===== src/rtl/button_debouncer_pkg.sv =====
// Shared types and timing defaults for the push-button debouncer.
package button_debouncer_pkg;

  // Per-channel debounce state
  typedef enum logic [1:0] {
    IDLE    = 2'd0,
    ARM     = 2'd1,
    PRESSED = 2'd2,
    REL     = 2'd3
  } state_e;

  // Timing defaults for a 12 MHz clock: 10 ms debounce, 1 s long-hold
  localparam int DEF_DEBOUNCE_CYCLES = 120000;
  localparam int DEF_HOLD_CYCLES     = 12000000;

  // Counter width able to hold values up to cycles-1
  function automatic int cnt_width(input int cycles);
    return (cycles > 2) ? $clog2(cycles) : 1;
  endfunction

endpackage


===== src/rtl/button_debouncer_channel.sv =====
// One button channel: two-flop synchronizer, debounce FSM and shared
// debounce/hold counter. Produces the clean level plus one-cycle events.
module button_debouncer_channel
  import button_debouncer_pkg::*;
#(
  parameter bit ACTIVE_LOW      = 1'b1,
  parameter int DEBOUNCE_CYCLES = DEF_DEBOUNCE_CYCLES,
  parameter int HOLD_CYCLES     = DEF_HOLD_CYCLES
) (
  input  logic clk,
  input  logic rst,
  input  logic pin_i,
  output logic pressed_o,
  output logic press_pulse_o,
  output logic release_pulse_o,
  output logic hold_pulse_o
);

  localparam int CNT_W = cnt_width(HOLD_CYCLES);
  localparam logic [CNT_W-1:0] DEB_LAST  = CNT_W'(DEBOUNCE_CYCLES - 1);
  localparam logic [CNT_W-1:0] HOLD_PRE  = CNT_W'(HOLD_CYCLES - 2);
  localparam logic [CNT_W-1:0] HOLD_LAST = CNT_W'(HOLD_CYCLES - 1);

  logic             sync1_q, sync2_q;
  logic             p;
  state_e           state_q, state_d;
  logic [CNT_W-1:0] cnt_q, cnt_d;
  logic             held_q, held_d;
  logic             press_q, press_d;
  logic             rel_q, rel_d;
  logic             hold_q, hold_d;

  // Two-flop synchronizer, reset to the released pin level
  always_ff @(posedge clk or posedge rst) begin
    if (rst) begin
      sync1_q <= ACTIVE_LOW;
      sync2_q <= ACTIVE_LOW;
    end else begin
      sync1_q <= pin_i;
      sync2_q <= sync1_q;
    end
  end

  // Active-high "pin says pressed" after synchronization
  assign p = sync2_q ^ ACTIVE_LOW;

  // FSM, counter, held flag and registered event strobes
  always_ff @(posedge clk or posedge rst) begin
    if (rst) begin
      state_q <= IDLE;
      cnt_q   <= '0;
      held_q  <= 1'b0;
      press_q <= 1'b0;
      rel_q   <= 1'b0;
      hold_q  <= 1'b0;
    end else begin
      state_q <= state_d;
      cnt_q   <= cnt_d;
      held_q  <= held_d;
      press_q <= press_d;
      rel_q   <= rel_d;
      hold_q  <= hold_d;
    end
  end

  // Next-state logic; strobes are asserted only on the accepting edge
  always_comb begin
    state_d = state_q;
    cnt_d   = cnt_q;
    held_d  = held_q;
    press_d = 1'b0;
    rel_d   = 1'b0;
    hold_d  = 1'b0;
    unique case (state_q)
      IDLE: begin
        if (p) begin
          state_d = ARM;
          cnt_d   = '0;
        end
      end
      ARM: begin
        if (!p) begin
          // bounce: drop back without any event
          state_d = IDLE;
          cnt_d   = '0;
        end else if (cnt_q == DEB_LAST) begin
          state_d = PRESSED;
          press_d = 1'b1;
          cnt_d   = '0;
        end else begin
          cnt_d = cnt_q + CNT_W'(1);
        end
      end
      PRESSED: begin
        if (!p) begin
          state_d = REL;
          cnt_d   = '0;
        end else if (!held_q) begin
          if (cnt_q == HOLD_PRE) begin
            cnt_d  = HOLD_LAST;
            hold_d = 1'b1;
            held_d = 1'b1;
          end else begin
            cnt_d = cnt_q + CNT_W'(1);
          end
        end
      end
      REL: begin
        if (p) begin
          // short release glitch: resume the press; a fired hold stays fired
          state_d = PRESSED;
          cnt_d   = held_q ? HOLD_LAST : '0;
        end else if (cnt_q == DEB_LAST) begin
          state_d = IDLE;
          rel_d   = 1'b1;
          held_d  = 1'b0;
          cnt_d   = '0;
        end else begin
          cnt_d = cnt_q + CNT_W'(1);
        end
      end
    endcase
  end

  assign pressed_o       = (state_q == PRESSED) || (state_q == REL);
  assign press_pulse_o   = press_q;
  assign release_pulse_o = rel_q;
  assign hold_pulse_o    = hold_q;

endmodule


===== src/rtl/button_debouncer.sv =====
// Push-button conditioner: one independent debounce channel per button pin.
module button_debouncer
  import button_debouncer_pkg::*;
#(
  parameter int N_BUTTONS       = 2,
  parameter int ACTIVE_LOW      = 1,
  parameter int DEBOUNCE_CYCLES = DEF_DEBOUNCE_CYCLES,
  parameter int HOLD_CYCLES     = DEF_HOLD_CYCLES
) (
  input  logic                 clk,
  input  logic                 rst,
  input  logic [N_BUTTONS-1:0] button,
  output logic [N_BUTTONS-1:0] pressed,
  output logic [N_BUTTONS-1:0] press_pulse,
  output logic [N_BUTTONS-1:0] release_pulse,
  output logic [N_BUTTONS-1:0] hold_pulse
);

  // Pin level that means "released"; each channel normalizes against it
  localparam bit PIN_IDLE = (ACTIVE_LOW != 0);

  for (genvar g = 0; g < N_BUTTONS; g++) begin : g_chan
    button_debouncer_channel #(
      .ACTIVE_LOW     (PIN_IDLE),
      .DEBOUNCE_CYCLES(DEBOUNCE_CYCLES),
      .HOLD_CYCLES    (HOLD_CYCLES)
    ) u_chan (
      .clk            (clk),
      .rst            (rst),
      .pin_i          (button[g]),
      .pressed_o      (pressed[g]),
      .press_pulse_o  (press_pulse[g]),
      .release_pulse_o(release_pulse[g]),
      .hold_pulse_o   (hold_pulse[g])
    );
  end

endmodule


===== config.mk =====
export PLATFORM = sky130hd
export DESIGN_NAME = button_debouncer
export DESIGN_NICKNAME = d
export VERILOG_FILES = /design/src/rtl/button_debouncer_pkg.sv /design/src/rtl/button_debouncer_channel.sv /design/src/rtl/button_debouncer.sv
export SDC_FILE = /design/constraint.sdc
export NUM_CORES = 1
export LEC_CHECK = 0
export ABC_AREA = 1
export CAP_MARGIN = 5
export CORE_MARGIN = 2
export CORE_UTILIZATION = 55
export CTS_CLUSTER_DIAMETER = 200
export CTS_CLUSTER_SIZE = 14
export DETAILED_ROUTE_END_ITERATION = 16
export PLACE_DENSITY = 0.72
export SETUP_SLACK_MARGIN = 0.15
export SYNTH_ARGS = -nofsm -noshare
export SYNTH_HDL_FRONTEND = slang
export SYNTH_SLANG_ARGS = --single-unit

===== constraint.sdc =====
create_clock -name clk -period 3.5 [get_ports clk]
set_clock_uncertainty 0.1 [all_clocks]
set_input_delay 0.35 -clock clk [delete_from_list [all_inputs] [get_ports clk]]
set_output_delay 0.35 -clock clk [all_outputs]
set_load 0.05 [all_outputs]

After elaboration in Yosys (flattened, before gate mapping)

Index checks and enable logic that the tools add are counted.
Widths: inputs -> output; s select.

Bits of input ports: 4
Register bits after elaboration: 64
Logic and storage cells: 116

Reductions and logical operators: 12
$add $sub $neg: 2
Mux-type cells: 60
Equality and inequality tests: 26

Operator list:

| cell                  | count |
|---|---|
| $mux 24               | 16 |
| $pmux 24 s4           | 2 |
| $add 24x1->24 const B | 2 |
| $eq 24x17->1 const B  | 2 |
| $eq 24x24->1 const B  | 2 |
| $mux 1                | 26 |
| $mux 2                | 12 |
| $pmux 2 s4            | 2 |
| $reduce_and 4->1      | 4 |
| $ne 2x1->1 const B    | 6 |
| $eq 2x2->1 const B    | 4 |
| $ne 2x2->1 const B    | 4 |
| $ne 3x1->1 const B    | 2 |
| $ne 3x2->1 const B    | 2 |
| $ne 3x3->1 const B    | 2 |
| $eq 2x1->1 const B    | 2 |
| $logic_not 2->1       | 2 |
| $pmux 1 s2            | 2 |
| $reduce_and 2->1      | 2 |
| $reduce_bool 2->1     | 2 |
| $logic_or 1x1->1      | 2 |

Depth between registers and ports, before layout

Gate-level depths: netlist of the first run.

Depth after elaboration: 5
Gate-level depth with buffers: 13

By module

From an unflattened synthesis of the first run, not the netlist that was laid out.

Cells, all modules: 685
Area, all modules: 4539.4 µm²

By module, submodules not included:

| module                                       | cells each | area each (µm²) | instances | seq. area each (µm²) |
|---|---|---|---|---|
| button_debouncer_channel at g_chan[0].u_chan | 343        | 2297.2          | 1         | 803.3 |
| button_debouncer_channel at g_chan[1].u_chan | 342        | 2242.2          | 1         | 803.3 |

Worst setup path before layout of the first run

No wires, ideal clock.

Path type: reg-to-reg
Start: register g_chan[1].u_chan.cnt_q[1]
End: register g_chan[1].u_chan.held_q
Stages on the path, launching flop included: 11
Required time: 3281 ps
Library setup time: 119 ps
Buffers on the path: 1
Clock period less this slack: 1694 ps
Arrival time: 1475 ps
Slack: 1806 ps
Path through: dfrtp_1 ha_1 inv_1 nor2_4 nand2_2 nor2_2 nand4_2 or2_0 buf_2 o22ai_1 inv_1

Longest elaborated chain between the ends: 5
Elaborated cells between the ends (all ways): 8
Classes of those cells: eq/ne (3); mux (4); reduce/logical (1)

RTL lines:

| element                | line                           | source |
|---|---|---|
| from (decl)            | button_debouncer_channel.sv:27 | `logic [CNT_W-1:0] cnt_q, cnt_d;` |
| from (signal assigned) | button_debouncer_channel.sv:58 | `cnt_q <= cnt_d;` |
| $eq 24x24->1           | button_debouncer_channel.sv:99 | `if (cnt_q == HOLD_PRE) begin` |
| $mux 1                 | button_debouncer_channel.sv:99 |  |
| $mux 1                 | button_debouncer_channel.sv:98 | `end else if (!held_q) begin` |
| $mux 1                 | button_debouncer_channel.sv:95 | `if (!p) begin` |
| $pmux 1 s2             | button_debouncer_channel.sv:74 | `unique case (state_q)` |
| to (signal assigned)   | button_debouncer_channel.sv:59 | `held_q <= held_d;` |
| to (decl)              | button_debouncer_channel.sv:28 | `logic held_q, held_d;` |

Parallel ways exist; a longest one is shown, timed or not. The select of a mux whose other input is x is not followed.
A chain may end at the register's enable or synchronous reset.

Worst setup path in the final report of the first run

Start: register g_chan[1].u_chan.cnt_q[0]
End: register g_chan[1].u_chan.cnt_q[17]

Longest elaborated chain between the ends: 5
Elaborated cells between the ends (all ways): 10
Classes of those cells: add/sub (1); eq/ne (2); mux (7)

RTL lines:

| element                                              | line |
|---|---|
| $add 24x1->24 / $eq 24x24->1 (equally long branches) | -- |
| $mux 24                                              | button_debouncer_channel.sv:99 |
| $mux 24                                              | button_debouncer_channel.sv:98 |
| $mux 24                                              | button_debouncer_channel.sv:95 |
| $pmux 24 s4 (*)                                      | button_debouncer_channel.sv:74 |

Every way passes the cells marked *; elsewhere a longest branch is shown, timed or not. The select of a mux whose other input is x is not followed.

==> impl_results.md, run 1 <==
- Yosys top cell by area: dfrtp_1
- Full die area: 8790 sq um
- Final hold vios: 0
- Worst-margin pin slew: ~1.1 ns
- Post-route ant nets: 0
- Pin count of the biggest net entering global routing: 43
- P&R area growth vs syn: 7.62%
- Syn Nets: slightly below 700
- Reg-to-Reg Start: g_chan[1].u_chan.cnt_q[0]
- CTS tree: yes
- Clock buffer depth: 2
- Hold Crit Class: in2async
- Gates resized, CTS repair: 0
- Synth Cell Area: ~4400 sq um
- CP max stage cell: nor2_1
- Starting DRT DRC Count: roughly 150
- Post-synth top cells: 280 x nand2_1, 64 x inv_1, 64 x nor2_1
- Final-report setup violation count: 0
- Status: finished, final reports clean
- Sw Ratio: 0.339
- RSZ-0062 raised after global routing: false
- Pwr/cell area: approximately 460 nW/um^2
- Worst ir drop on vdd: between 300 and 400 uV
- Min cycle time layout: between 2 and 2.5 ns
- CP Launch Type: flip-flop
- Area of the multi-input gates: 2380 sq um
- Crit. End Element: flip-flop
- Max Fclk: 0.427 GHz
- TNS Setup: 0 ns
- Placement row count: 32
- Most common cell in the netlist: nand2_1
- Combinational power share: 0.225
- Mean Syn Cell Area: between 6 and 7 sq um
- Synth top area share: 0.339
- Post-CTS Hold Buffers: 0
- DRC: 0
- GP Congestion: between 0.9 and 1
- CTS clock-pin slew for the worst setup and hold paths: around 0.070 ns
- Hold_ws: approximately 0.26 ns
- Sequential power share: 0.420
- Max Slew Vio Count: 0
- Chip width: roughly 94 um
- Sequential share of the synthesized area: 0.362
- Cell mode on critical path: nand2_1
- Initial antenna violation count: 0
- Final Cycle Share: 0.669
- Clk Latency, worst-skew pair: around 0.35 ns
- Post-Synthesis Cells: ~670
- Post-synthesis cell type count: 39
- Port buffer count: 11
- IO Count: 12
- Detailed Route WL: between 10000 and 15000 um
- CTS Buf Count: 9
- Clock share of power: 0.355
- Vias: ~4000
- Yosys warning count: 0
- Nets@finish: a little under 700
- Die Height: around 94 um
- Worst path required time: 3.63 ns
- Leakage power: about 2.5 nW
- Synth Flop Type: dfrtp_1
- CORE AREA: approximately 8000 sq um
- Wire length per cell: around 13 um
- Grt ovf: 0
- Global-route usage over all layers: 0.258
- Storage element area: around 1600 sq um
- Rel. slew slack: 0.276
- First-pass GRT wire length: 17900 um
- Routed vias/inst: about 5.2
- Int Power: 1.45 mW
- Vias in the first global route: 3947
- Worst Reg2Reg Path Length in Cells: 10
- Initial Utilization: 0.571
- Slowest stage delay, CP: between 0.8 and 0.9 ns
- Arr. time, crit path: between 2 and 2.5 ns
- Setup crit start: g_chan[1].u_chan.cnt_q[0]
- CP top delay family: simple AND/OR/NAND/NOR gates
- Crit path kind: reg2reg
- Drt pass-1 iters: 4
- Sink Count: 64
- CTS Root Cell: clkbuf_8
- CP cell instances: inv_1 > ha_1 > nand3_1 > nor2_1 > nand3b_1 > nor2_2 > nor2_1 > nand2_1 > nand2_1 > nand2_1
- Post-synth EDFFs: 0
- CP Buf/Inv Count: 1
- Yosys reg bits: 64
- Synth top area cells: dfrtp_1 34%, nand2_1 24%, inv_1 5.4%
- End of the worst register-to-register path: g_chan[1].u_chan.cnt_q[17]
- Max-cap violations: 0
- Async set or reset register ratio after synthesis: 1.00
- Worst reg2reg setup slack: roughly 1.2 ns
- Antenna cells: 0
- Post-CTS Setup Bufs: 0
- Final HPWL DP: 7370 um
- # H-tree levels: 3
- Layout cells sized above 1: 0.0905
- Fill cells: 751
- CP Max Fanout: 15
- NetSw: about 0.74 mW
flip-flops by register name, indices dropped and copies added, names as in the netlist, named ones only:
| signal | flops |
|---|---|
| g_chan.u_chan.state_q | 2 |
| g_chan.u_chan.held_q | 2 |
| g_chan.u_chan.sync2_q | 2 |
| g_chan.u_chan.release_pulse_o | 2 |
| g_chan.u_chan.sync1_q | 2 |
| g_chan.u_chan.press_pulse_o | 2 |
| g_chan.u_chan.hold_pulse_o | 2 |
| g_chan.u_chan.cnt_q | 48 |
area by class of cell:
type / count / share of cell area
well taps: 102 / 0.0268
flip-flops and latches: 64 / 0.337
clock inverters: 2 / 0.0126
clock buffers: 14 / 0.0383
inverters: 72 / 0.0572
multi-input cells: 507 / 0.499
repair buffers: 15 / 0.0294
cells in the final DEF (no fill, tap or decap), types with 3 or more instances in the layout:
cell and count:
clkbuf_8 13, nand2_2 5, nand3_2 3, nor2_1 64
nor2_4 3, nand3b_1 8, inv_1 63, dfstp_2 4
ha_1 4, nand3_1 40, inv_2 8, xnor2_1 9
nand2_1 280, a21oi_1 11, xor2_1 19, dfrtp_1 60
clkdlybuf4s50_1 11, buf_4 4, nor2_2 11, nor3_1 11
nand4_1 9, o21ai_0 12
cell families (layout without fill, tap and decap cells):
kind of cell    count (synthesis)  after routing  synth area share
simple gates                  443            443             0.428
fa+ha+maj                       4              4            0.0113
flops                          64             64             0.362
compound gates                 32             32            0.0423
xor+xnor                       28             28            0.0553
buf+inv                        98            103             0.100
how the worst max path moves through the flow:
| stage | end | cells past startpoint | slack [ns] |
|---|---|---|---|
| 2_1_floorplan | asynchronous set/reset pin | 1 | 1.46 |
| 3_3_place_gp | g_chan[1].u_chan.cnt_q[6] | 10 | 1.29 |
| 3_5_place_dp | g_chan[1].u_chan.cnt_q[7] | 10 | 1.20 |
| 4_1_cts | g_chan[1].u_chan.cnt_q[7] | 10 | 1.17 |
| 5_1_grt | g_chan[1].u_chan.cnt_q[7] | 10 | 0.94 |
| 6_report | g_chan[1].u_chan.cnt_q[17] | 10 | 1.16 |
worst register-to-register path: stages (launching register included):
cell	delay, ns
dfrtp_1	0.40
inv_1	0.07
ha_1	0.21
nand3_1	0.09
nor2_1	0.05
nand3b_1	0.13
nor2_2	0.06
nor2_1	0.81
nand2_1	0.14
nand2_1	0.09
nand2_1	0.07
power groups by stage:
stage          sequential [mW]  clock [mW]  combinational [mW]
3_5_place_dp             0.930           0               0.492
2_1_floorplan            0.894           0               0.434
4_1_cts                  0.917       0.793               0.494
6_report                 0.918       0.777               0.491
3_3_place_gp             0.930           0               0.480
5_1_grt                  0.930       0.827               0.562
metrics by stage:
| step | area, sq um | setup WS (ns) | cells | power [mW] | utilization |
|---|---|---|---|---|---|
| after detailed placement | 4530 | 1.20 | 760 | 1.42 | 0.583 |
| after CTS | 4770 | 1.17 | 776 | 2.20 | 0.614 |
| after global placement | 4530 | 1.29 | 760 | 1.41 | 0.583 |
| final | 4770 | 1.16 | 776 | 2.19 | 0.614 |
| after floorplan | 4430 | 1.46 | 669 | 1.33 | - |
| after global routing | 4770 | 0.942 | 776 | 2.32 | 0.614 |
metal layers:
metal / vias to the layer above / global-route usage / routed length [um]
met2: 76 / 0.456 / 5030
met5: - / 0 / 0
li1: 2063 / - / -
met4: 0 / 0.0918 / 227
met3: 19 / 0.0546 / 418
met1: 1881 / 0.309 / 4490
Note: power is estimated with default switching activity, not from simulation.
==> inputs of run 2 (changes only) <==
PLACE_DENSITY = 0.75   (was 0.72)
clock period = 2.15 ns   (was 3.5 ns; I/O delays follow)
==> impl_results.md, run 2 (synthesis results as in run 1) <==
- Status: finished, final reports clean
- Slowest stage delay, CP: around 0.40 ns
- Vias: around 4100
- Most common cell after layout, fill and taps aside: nand2_1
- Final worst slack: roughly 0.27 ns
- Layout cells sized above 1: 0.135
- CTS Root Cell: clkbuf_8
- Vias in the first global route: 4014
- Nets@finish: roughly 700
- Initial antenna violation count: 0
- Design area: 5010 sq um
- Pre-CTS WS: -0.0781 ns
- P&R area growth vs syn: 12.9%
- Chip width: around 94 um
- End of the worst register-to-register path: g_chan[0].u_chan.cnt_q[17]
- Clk Latency, worst-skew pair: about 0.35 ns
- Final Non-Filler Cells: ~800
- Grt ovf: 0
- Post-CTS Hold Buffers: 0
- Wire length per cell: ~14 um
- GP Congestion: about 0.96
- Full die area: about 9000 sq um
- Detailed Route WL: between 10000 and 15000 um
- Pwr/cell area: approximately 670 nW/um^2
- Cell mode on critical path: nand2_1
- CP max stage cell: dfrtp_1
- CTS clock-pin slew for the worst setup and hold paths: 0.08 ns
- Final-report setup violation count: 0
- IO Count: 12
- Worst path required time: around 2.3 ns
- Final Util: 0.644
- CP Max Fanout: 7
- First-pass GRT wire length: about 19000 um
- Routed vias/inst: 5.20
- CORE AREA: just under 8000 sq um
- Worst reg2reg setup slack: between 0.2 and 0.3 ns
- Combinational power share: 0.270
- Sink Count: 64
- CP cell instances: ha_2 > inv_2 > nor2_4 > nand2_2 > nor2_4 > nand4_1 > nand2_2 > nand2_4 > nand2_1 > nand2_1 > nand2_1 > nand2_1
- Final Cycle Share: 0.875
- Crit. End Element: flip-flop
- Most frequent cells in the layout: 275 x nand2_1, 62 x inv_1, 60 x nor2_1, 59 x dfrtp_1, 40 x nand3_1
- Reg-to-Reg Start: g_chan[0].u_chan.cnt_q[1]
- Min cycle time layout: about 1.9 ns
- Top reg by flops: g_chan.u_chan.cnt_q
- Leakage power: between 2 and 3 nW
- Crit path kind: reg2reg
- Global-route usage over all layers: 0.266
- Worst Reg2Reg Path Length in Cells: 12
- Drt pass-1 iters: 7
- CTS Buf Count: 9
- Max reg flops: 48
- Clock buffer depth: 2
- Inst Count DP: a little under 800
- # H-tree levels: 3
- Worst ir drop on vdd: approximately 590 uV
- Dpl cell area: roughly 4700 sq um
- Max Fclk: approximately 0.53 GHz
- Final HPWL DP: 7830 um
- Rel. slew slack: 0.664
- Antenna cells: 0
- Int Power: around 2.1 mW
- Clock share of power: 0.280
- RSZ-0062 raised after global routing: false
- Pin count of the biggest net entering global routing: 29
- Hold Crit Class: in2async
- Arr. time, crit path: between 2 and 2.5 ns
- Initial Utilization: 0.571
- CP Launch Type: flip-flop
- Max Slew Vio Count: 0
- Worst-margin pin slew: ~0.50 ns
- NetSw: about 1.3 mW
- Starting DRT DRC Count: 190
- Max-cap violations: 0
- Hold_ws: around 0.11 ns
- Placement row count: 32
- DRC: 0
- Sequential power share: 0.450
- Die Height: ~94 um
- Sw Ratio: 0.385
- Port buffer count: 11
- Post-route ant nets: 0
- Final hold vios: 0
- CTS tree: yes
run 2: metal layers:
metal,GRT usage,vias up,share of wire
met5,0,-,0
met4,0.0833,0,0.024
met3,0.0289,24,0.037
met2,0.482,84,0.51
met1,0.331,1925,0.43
li1,-,2103,-
run 2: how the worst max path moves through the flow:
| stage | from | end | slack, ns |
|---|---|---|---|
| detailed placement | g_chan[1].u_chan.cnt_q[1] | g_chan[1].u_chan.cnt_q[12] | -0.08 |
| CTS | flip-flop | pressed[1] | 0.16 |
| global route | g_chan[0].u_chan.cnt_q[0] | g_chan[0].u_chan.cnt_q[0] | 0.14 |
| global placement | g_chan[1].u_chan.cnt_q[1] | g_chan[1].u_chan.cnt_q[17] | -0.01 |
| floorplan | rst | asynchronous set/reset pin | 0.24 |
| finish | g_chan[0].u_chan.cnt_q[1] | g_chan[0].u_chan.cnt_q[17] | 0.27 |
run 2: power groups by stage:
stage | clock network [mW] | logic (mW) | registers [mW]
after global routing | 0.996 | 1.03 | 1.53
after CTS | 0.953 | 0.829 | 1.50
after detailed placement | 0 | 0.813 | 1.52
final | 0.934 | 0.902 | 1.51
after global placement | 0 | 0.795 | 1.51
after floorplan | 0 | 0.706 | 1.45
run 2: critical path: cells and delay by family, from the launching register on:
kind / cells / cell delay (ns)
and+or+nand+nor: 10 / 1.03
buffers and inverters: 1 / 0.05
DFF: 1 / 0.40
adders and majority gates: 1 / 0.21
run 2: timing repair:
item                                    4_1_cts  5_1_grt
buffers inserted                              0        5
pin swaps                                     0       12
gates cloned                                  0        2
endpoints found under the setup margin       18       57
gates resized for setup                       3       32
endpoints found under the hold margin         0        0
run 2: metrics by stage:
| stage | setup TNS (ns) | total power, mW |
|---|---|---|
| after detailed placement | -0.745 | 2.33 |
| after CTS | 0 | 3.28 |
| after global routing | 0 | 3.55 |
| after floorplan | 0 | 2.16 |
| after global placement | -0.0125 | 2.31 |
| final | 0 | 3.34 |
run 2: layout make-up:
class	instances	area, sq um
fill	728	2760
timing repair buffer	33	309
inverter	72	278
sequential	64	1610
clock buffer	12	145
clock inverter	4	22.5
tap	102	128
multi-input combinational	509	2520
